`config.mk`:
```
export PLATFORM = sky130hd
export DESIGN_NAME = multicycle_main_fsm
export DESIGN_NICKNAME = d
export VERILOG_FILES = /design/src/rtl/multicycle_main_fsm.sv
export SDC_FILE = /design/constraint.sdc
export NUM_CORES = 1
export LEC_CHECK = 0
export ABC_CLOCK_PERIOD_IN_PS = 1700
export BUFFER_PORTS_ARGS = -buffer_cell sky130_fd_sc_hd__buf_2
export CAP_MARGIN = 20
export CORE_UTILIZATION = 44
export CTS_BUF_LIST = sky130_fd_sc_hd__clkbuf_8 sky130_fd_sc_hd__clkbuf_16
export DETAILED_ROUTE_END_ITERATION = 7
export GPL_TIMING_DRIVEN = 1
export PLACE_DENSITY = 0.83
export SYNTH_ARGS = -nofsm -noshare
export SYNTH_HDL_FRONTEND = slang
export SYNTH_SLANG_ARGS = --single-unit
```
`constraint.sdc`:
```
create_clock -name clk -period 1.7 [get_ports clk]
set_input_delay 0.17 -clock clk [delete_from_list [all_inputs] [get_ports clk]]
set_output_delay 0.17 -clock clk [all_outputs]
set_load 0.01 [all_outputs]
```
`src/rtl/multicycle_main_fsm.sv`:
```
`default_nettype none
// ============================================================================
// Module   : multicycle_main_fsm
// Purpose  : Main control FSM for the single-memory multicycle MIPS-subset
//            datapath. Decodes IR[31:26] and sequences the datapath strobes
//            through FETCH, DECODE, execute and writeback states, with an
//            optional memory-ready wait and configurable illegal-opcode trap.
// Ports    : clk, rst_n (async, active-low)
//            Opcode[5:0]  - IR[31:26], stable from DECODE to the next FETCH
//            MemReady     - memory access completes this cycle
//            PCWrite, IorD, MemRead, MemWrite, IRWrite, RegDst, MemtoReg,
//            RegWrite, ALUSrcA, Branch, BranchNe, ImmZext, Illegal - strobes
//            ALUSrcB[1:0], PCSrc[1:0], ALUOp[ALUOP_W-1:0] - selects
// Revision : 1.0 - initial release
// ============================================================================
module multicycle_main_fsm #(
  parameter int ALUOP_W   = 3,
  parameter bit MEM_WAIT  = 1'b1,
  parameter bit TRAP_HALT = 1'b1
) (
  input  logic               clk,
  input  logic               rst_n,
  input  logic [5:0]         Opcode,
  input  logic               MemReady,
  output logic               PCWrite,
  output logic               IorD,
  output logic               MemRead,
  output logic               MemWrite,
  output logic               IRWrite,
  output logic               RegDst,
  output logic               MemtoReg,
  output logic               RegWrite,
  output logic               ALUSrcA,
  output logic               Branch,
  output logic               BranchNe,
  output logic               ImmZext,
  output logic               Illegal,
  output logic [1:0]         ALUSrcB,
  output logic [1:0]         PCSrc,
  output logic [ALUOP_W-1:0] ALUOp
);

  localparam logic [5:0] c_OP_RTYPE = 6'h00;
  localparam logic [5:0] c_OP_J     = 6'h02;
  localparam logic [5:0] c_OP_BEQ   = 6'h04;
  localparam logic [5:0] c_OP_BNE   = 6'h05;
  localparam logic [5:0] c_OP_ADDI  = 6'h08;
  localparam logic [5:0] c_OP_SLTI  = 6'h0A;
  localparam logic [5:0] c_OP_ANDI  = 6'h0C;
  localparam logic [5:0] c_OP_ORI   = 6'h0D;
  localparam logic [5:0] c_OP_LW    = 6'h23;
  localparam logic [5:0] c_OP_SW    = 6'h2B;

  localparam logic [ALUOP_W-1:0] c_ALU_ADD   = ALUOP_W'(3'd0);
  localparam logic [ALUOP_W-1:0] c_ALU_SUB   = ALUOP_W'(3'd1);
  localparam logic [ALUOP_W-1:0] c_ALU_FUNCT = ALUOP_W'(3'd2);
  localparam logic [ALUOP_W-1:0] c_ALU_AND   = ALUOP_W'(3'd3);
  localparam logic [ALUOP_W-1:0] c_ALU_OR    = ALUOP_W'(3'd4);
  localparam logic [ALUOP_W-1:0] c_ALU_SLT   = ALUOP_W'(3'd5);

  typedef enum logic [3:0] {
    S_FETCH  = 4'd0,
    S_DECODE = 4'd1,
    S_MEMADR = 4'd2,
    S_MEMRD  = 4'd3,
    S_MEMWB  = 4'd4,
    S_MEMWR  = 4'd5,
    S_RTEXEC = 4'd6,
    S_ALUWB  = 4'd7,
    S_IEXEC  = 4'd8,
    S_IWB    = 4'd9,
    S_BRANCH = 4'd10,
    S_JUMP   = 4'd11,
    S_TRAP   = 4'd12
  } state_t;

  state_t r_state;
  state_t w_next;
  logic   w_ready;

  // Without the wait handshake every memory access is taken as complete.
  assign w_ready = MEM_WAIT ? MemReady : 1'b1;

  always_ff @(posedge clk or negedge rst_n) begin
    if (!rst_n) begin
      r_state <= S_FETCH;
    end else begin
      r_state <= w_next;
    end
  end

  always_comb begin
    w_next   = S_FETCH;
    PCWrite  = 1'b0;
    IorD     = 1'b0;
    MemRead  = 1'b0;
    MemWrite = 1'b0;
    IRWrite  = 1'b0;
    RegDst   = 1'b0;
    MemtoReg = 1'b0;
    RegWrite = 1'b0;
    ALUSrcA  = 1'b0;
    Branch   = 1'b0;
    BranchNe = 1'b0;
    ImmZext  = 1'b0;
    Illegal  = 1'b0;
    ALUSrcB  = 2'b00;
    PCSrc    = 2'b00;
    ALUOp    = c_ALU_ADD;

    case (r_state)
      S_FETCH: begin
        MemRead = 1'b1;
        ALUSrcB = 2'b01;
        // PC and IR load only in the cycle the instruction word arrives.
        IRWrite = w_ready;
        PCWrite = w_ready;
        w_next  = w_ready ? S_DECODE : S_FETCH;
      end
      S_DECODE: begin
        ALUSrcB = 2'b11;                 // branch target precompute
        case (Opcode)
          c_OP_RTYPE:                               w_next = S_RTEXEC;
          c_OP_LW, c_OP_SW:                         w_next = S_MEMADR;
          c_OP_ADDI, c_OP_SLTI, c_OP_ANDI, c_OP_ORI: w_next = S_IEXEC;
          c_OP_BEQ, c_OP_BNE:                       w_next = S_BRANCH;
          c_OP_J:                                   w_next = S_JUMP;
          default:                                  w_next = S_TRAP;
        endcase
      end
      S_MEMADR: begin
        ALUSrcA = 1'b1;
        ALUSrcB = 2'b10;
        w_next  = (Opcode == c_OP_SW) ? S_MEMWR : S_MEMRD;
      end
      S_MEMRD: begin
        MemRead = 1'b1;
        IorD    = 1'b1;
        w_next  = w_ready ? S_MEMWB : S_MEMRD;
      end
      S_MEMWB: begin
        RegWrite = 1'b1;
        MemtoReg = 1'b1;
        w_next   = S_FETCH;
      end
      S_MEMWR: begin
        MemWrite = 1'b1;
        IorD     = 1'b1;
        w_next   = w_ready ? S_FETCH : S_MEMWR;
      end
      S_RTEXEC: begin
        ALUSrcA = 1'b1;
        ALUOp   = c_ALU_FUNCT;
        w_next  = S_ALUWB;
      end
      S_ALUWB: begin
        RegWrite = 1'b1;
        RegDst   = 1'b1;
        w_next   = S_FETCH;
      end
      S_IEXEC: begin
        ALUSrcA = 1'b1;
        ALUSrcB = 2'b10;
        case (Opcode)
          c_OP_SLTI: ALUOp = c_ALU_SLT;
          c_OP_ANDI: begin
            ALUOp   = c_ALU_AND;
            ImmZext = 1'b1;
          end
          c_OP_ORI: begin
            ALUOp   = c_ALU_OR;
            ImmZext = 1'b1;
          end
          default:   ALUOp = c_ALU_ADD;
        endcase
        w_next = S_IWB;
      end
      S_IWB: begin
        RegWrite = 1'b1;
        w_next   = S_FETCH;
      end
      S_BRANCH: begin
        ALUSrcA  = 1'b1;
        ALUOp    = c_ALU_SUB;
        PCSrc    = 2'b01;
        Branch   = (Opcode == c_OP_BEQ);
        BranchNe = (Opcode == c_OP_BNE);
        w_next   = S_FETCH;
      end
      S_JUMP: begin
        PCWrite = 1'b1;
        PCSrc   = 2'b10;
        w_next  = S_FETCH;
      end
      S_TRAP: begin
        Illegal = 1'b1;
        w_next  = TRAP_HALT ? S_TRAP : S_FETCH;
      end
      default: begin
        // Unused encodings: all outputs stay at their zero defaults.
        w_next = S_FETCH;
      end
    endcase
  end

endmodule
`default_nettype wire

```
Word level (Yosys, flattened, before mapping)
Cells that the tools add are included.
{"block": "totals", "input_bits": 9, "register_bits": 4}
{"block": "classes", "n_eq_ne": 21, "n_mux": 24, "reduce_logical": 11}
{"operator": "$pmux 4 s8", "n": 1}
{"operator": "$eq 6x4->1 const B", "n": 4}
{"operator": "$eq 4x4->1 const B", "n": 5}
{"operator": "$pmux 4 s5", "n": 1}
{"operator": "$pmux 3 s3", "n": 2}
{"operator": "$eq 4x3->1 const B", "n": 4}
{"operator": "$mux 1", "n": 14}
{"operator": "$eq 6x3->1 const B", "n": 2}
{"operator": "$eq 6x6->1 const B", "n": 2}
{"operator": "$reduce_or 2->1", "n": 6}
{"operator": "$mux 3", "n": 3}
{"operator": "$eq 4x2->1 const B", "n": 2}
{"operator": "$reduce_or 4->1", "n": 2}
{"operator": "$eq 6x2->1 const B", "n": 1}
{"operator": "$logic_not 6->1", "n": 1}
{"operator": "$pmux 2 s3", "n": 1}
{"operator": "$eq 4x1->1 const B", "n": 1}
{"operator": "$logic_not 4->1", "n": 1}
{"operator": "$pmux 2 s2", "n": 1}
{"operator": "$reduce_or 3->1", "n": 1}
{"operator": "$pmux 1 s2", "n": 1}

Depth between registers and ports, before layout
{"block": "logic_depth", "ltp_word": 4, "depth_mapped": 5}

Least setup slack after synthesis
No wires, ideal clock.
{"block": "synth_path", "path_kind": "reg-to-output", "start": "register r_state[0]", "end": "output BranchNe", "required_ps": 1530, "path_stages_with_launch": 5, "path_slack_ps": 259, "t_arrival_ps": 1271, "path_cell_list": "dfrtp_1 -> nand2b_1 -> nor2_1 -> nand3_1 -> nor3b_1"}
{"block": "synth_between", "elab_chain_len": 2}
{"item": "start: declaration", "line": "77", "text": "state_t r_state;"}
{"item": "start signal: assignment", "line": "88", "text": "r_state <= w_next;"}
{"item": "$eq 4x4->1", "line": "111", "text": "case (r_state)"}
{"item": "$mux 1", "line": "111"}
{"item": "end: declaration", "line": "35", "text": "output logic BranchNe,"}
No other way between the ends.

Worst setup path after layout
{"block": "layout_path", "start": "register r_state[0]", "end": "output Branch"}
{"block": "layout_between", "elab_chain_len": 2}
{"item": "$eq 4x4->1", "line": "111"}
{"item": "$mux 1", "line": "111"}
{"item": "end: declaration", "line": "34", "text": "output logic Branch,"}
No other way between the ends.

==> results.sh <==
export IMPL_outcome="finished clean"
export IMPL_antenna_found_initial=0
export IMPL_place_inst=127
export IMPL_syn_cell_area_um2=596.8
export IMPL_grt_pass1_vias=594
export IMPL_numCtsBuffers=3
export IMPL_largest_reg_flops=4
export IMPL_syn_nets=95
export IMPL_yosysSeqAreaShare_pct=16.77
export IMPL_pwr_share_seq_pct=17.0
export IMPL_slew_violations=0
export IMPL_cpMaxStageDelayCell="dfrtp_1"
export IMPL_critPathArrivalTime_ns=1.50
export IMPL_cts_clk_slew_worst_paths_ns=0.04
export IMPL_wirelength_um=1953
export IMPL_diodes=0
export IMPL_fp_dieArea_um2=1508
export IMPL_ys_top_cells_by_area="dfrtp_1 (17%), nor2_1 (10%), nand2b_1 (5.2%)"
export IMPL_top_regs="r_state (4)"
export IMPL_core_um2=1186
export IMPL_post_dp_hpwl_um=1410
export IMPL_detail_route_antenna_nets=0
export IMPL_vias=785
export IMPL_drive_gt1_share_pct=44.44
export IMPL_cp_max_fo=8
export IMPL_required_ns=1.53
export IMPL_hold_path_class="input pin to flip-flop"
export IMPL_ys_ff_latch=4
export IMPL_synth_most_common_cell="nor2_1"
export IMPL_maxCapViolations=0
export IMPL_r2r_setup_slack_ns=0.21
export IMPL_synth_top_area_share_pct=16.77
export IMPL_hold_viol=0
export IMPL_synth_edf_count=0
export IMPL_fillers=101
export IMPL_core_rowCount=12
export IMPL_stdcell_area_um2=855.8
export IMPL_period_share_pct=97.96
export IMPL_io_pins=29
export IMPL_avgSynthCellArea_um2=6.940
export IMPL_rr_startpoint="r_state[2]"
export IMPL_start_util_pct=50.32
export IMPL_crit_path_start="r_state[0]"
export IMPL_drtIter0Drc=25
export IMPL_nNetsFinal=128
export IMPL_p_clk_share_pct=16.2
export IMPL_drc=0
export IMPL_worst_setup_path_end_kind="output port"
export IMPL_cp_top_family="simple AND/OR/NAND/NOR gates"
export IMPL_p_int_mw=0.6718
export IMPL_tightestPinTransition_ns=0.2980
export IMPL_async_flop_share_pct=100.0
export IMPL_power_density_nw_per_um2=1436
export IMPL_seqCellArea_um2=103.9
export IMPL_use_met3_pct=3.468
export IMPL_power_switching_mw=0.5568
export IMPL_r2r_end="r_state[0]"
export IMPL_regMostFlops="r_state"
export IMPL_min_period_ns=1.665
export IMPL_worstRegToRegCells=4
export IMPL_clockBufferDepth=2
export IMPL_use_met2_pct=42.50
export IMPL_io_buffers=28
export IMPL_clock_root_buffer="clkbuf_8"
export IMPL_total_power_mw=1.229
export IMPL_endpoint="Branch"
export IMPL_gr_usage_met1_pct=34.03
export IMPL_setup_viol=0
export IMPL_cts_sinks=4
export IMPL_crit_type="flip-flop to output port"
export IMPL_fmax_mhz=600.5
export IMPL_top_usage_layer="met2"
export IMPL_yosys_warnings=0
export IMPL_wl_per_cell_um=14.91
export IMPL_ir_drop_mv=1.093
export IMPL_globalRouteTotalUtil_pct=24.61
export IMPL_die_y_um=38.83
export IMPL_grt_pass1_wl_um=2601
export IMPL_fin_cells=131
export IMPL_leakagePower_nw=0.3830
export IMPL_ys_types=35
export IMPL_worstSetupStartpointType="flip-flop"
export IMPL_clk_insertion_delay_late_ns=0.22
export IMPL_gr_total_overflow=0
export IMPL_p_comb_share_pct=66.7
export IMPL_gp_congestion=0.8927
export IMPL_htree_num_levels=1
export IMPL_dr_pass1_iters=4
export IMPL_multiInputGateArea_um2=498.0
export IMPL_synthToLayoutAreaGrowth_pct=43.40
export IMPL_clock_skew_ns=0.005297
export IMPL_synth_commonest_cells="nor2_1 (16), buf_2 (5), nand2b_1 (5), o21ai_0 (5)"
export IMPL_slew_headroom_pct=80.01
export IMPL_worst_path_stages=5
export IMPL_postCtsSetupBuffers=0
export IMPL_ys_flop_type="dfrtp_1"
export IMPL_grt_max_degree=11
export IMPL_syn_inst=86
export IMPL_avgViaCountPerCell=5.992
export IMPL_final_core_util_pct=72.15
export IMPL_placed_area_um2=763.2
export IMPL_crit_path_max_incr_delay_ns=0.45
export IMPL_synth_area_leader_cell="dfrtp_1"
export IMPL_cp_cell_sequence="nand2b_4 > nor2_2 > nand3_1 > nor3_1 > buf_2"
export IMPL_die_w_um=38.83
export IMPL_cp_buffers_inverters=1
export IMPL_switching_share_pct=45.32
export IMPL_cts_tree="done"
-- how the worst min path moves through the flow --
stage | endpoint | startpoint | cells past startpoint | slack (ns)
2_1_floorplan | r_state[0] | rst_n | 0 | -0.13
3_3_place_gp | r_state[1] | rst_n | 1 | -0.02
3_5_place_dp | r_state[3] | rst_n | 1 | -0.02
4_1_cts | r_state[1] | Opcode[4] | 2 | 0.22
5_1_grt | r_state[1] | Opcode[4] | 2 | 0.26
6_report | r_state[1] | Opcode[4] | 2 | 0.23
-- metal layers --
layer | share of wire, % | wire length, um | vias up
met5 | 0 | 0 | -
met4 | 1.5 | 29 | 0
met3 | 4.8 | 93 | 4
met2 | 51 | 1000 | 37
met1 | 42 | 828 | 360
li1 | - | - | 384
-- area by class of cell --
type,count,area share [%]
multi-input combinational,75,58.19
timing repair buffer,34,22.37
sequential,4,12.13
clock buffer,3,4.825
tap,14,2.047
inverter,1,0.4386
-- placed cells by master (no fill, tap or decap), types with 2 or more instances in the layout --
| cell | count |
|---|---|
| a211oi_1 | 2 |
| a21oi_1 | 3 |
| and3_1 | 3 |
| buf_2 | 28 |
| buf_4 | 4 |
| clkbuf_8 | 3 |
| dfrtp_2 | 3 |
| nand2_1 | 3 |
| nand2b_1 | 3 |
| nand2b_4 | 2 |
| nand3_1 | 3 |
| nand4b_1 | 2 |
| nor2_1 | 14 |
| nor2_2 | 2 |
| nor3_1 | 3 |
| nor3b_1 | 2 |
| o21ai_0 | 5 |
| o32ai_1 | 2 |
| or2_2 | 3 |
| or3_1 | 2 |
| xnor2_1 | 2 |
-- per-stage QoR --
stage / TNS, ns / setup slack, ns / hold WS [ns]
floorplan: 0 / 0.2589 / -0.1256
global placement: 0 / 0.2741 / -0.02013
detailed placement: 0 / 0.2042 / -0.02137
CTS: 0 / 0.02914 / 0.2183
global route: -0.07693 / -0.04886 / 0.2601
finish: 0 / 0.03469 / 0.2276
-- power by group through the flow --
stage	clock, mW	combinational (mW)	sequential [mW]
detailed placement	0	0.763	0.192
global route	0.214	0.891	0.214
finish	0.199	0.820	0.209
CTS	0.200	0.767	0.191
floorplan	0	0.524	0.167
global placement	0	0.744	0.189
-- logic make-up after synthesis --
| family | count (synthesis) | synth area share (%) |
|---|---|---|
| mux | 1 | 1.677 |
| simple gates | 52 | 49.06 |
| compound gates | 20 | 24.11 |
| xor+xnor | 2 | 2.936 |
| buf+inv | 7 | 5.449 |
| flops | 4 | 16.77 |
-- what timing repair did --
action | CTS | global route
setup endpoints to repair | 0 | 5
resized for setup | 0 | 12
endpoints found under the hold margin | 4 | 0
hold buffers | 1 | 0
Power figures use the tool's default switching activity.
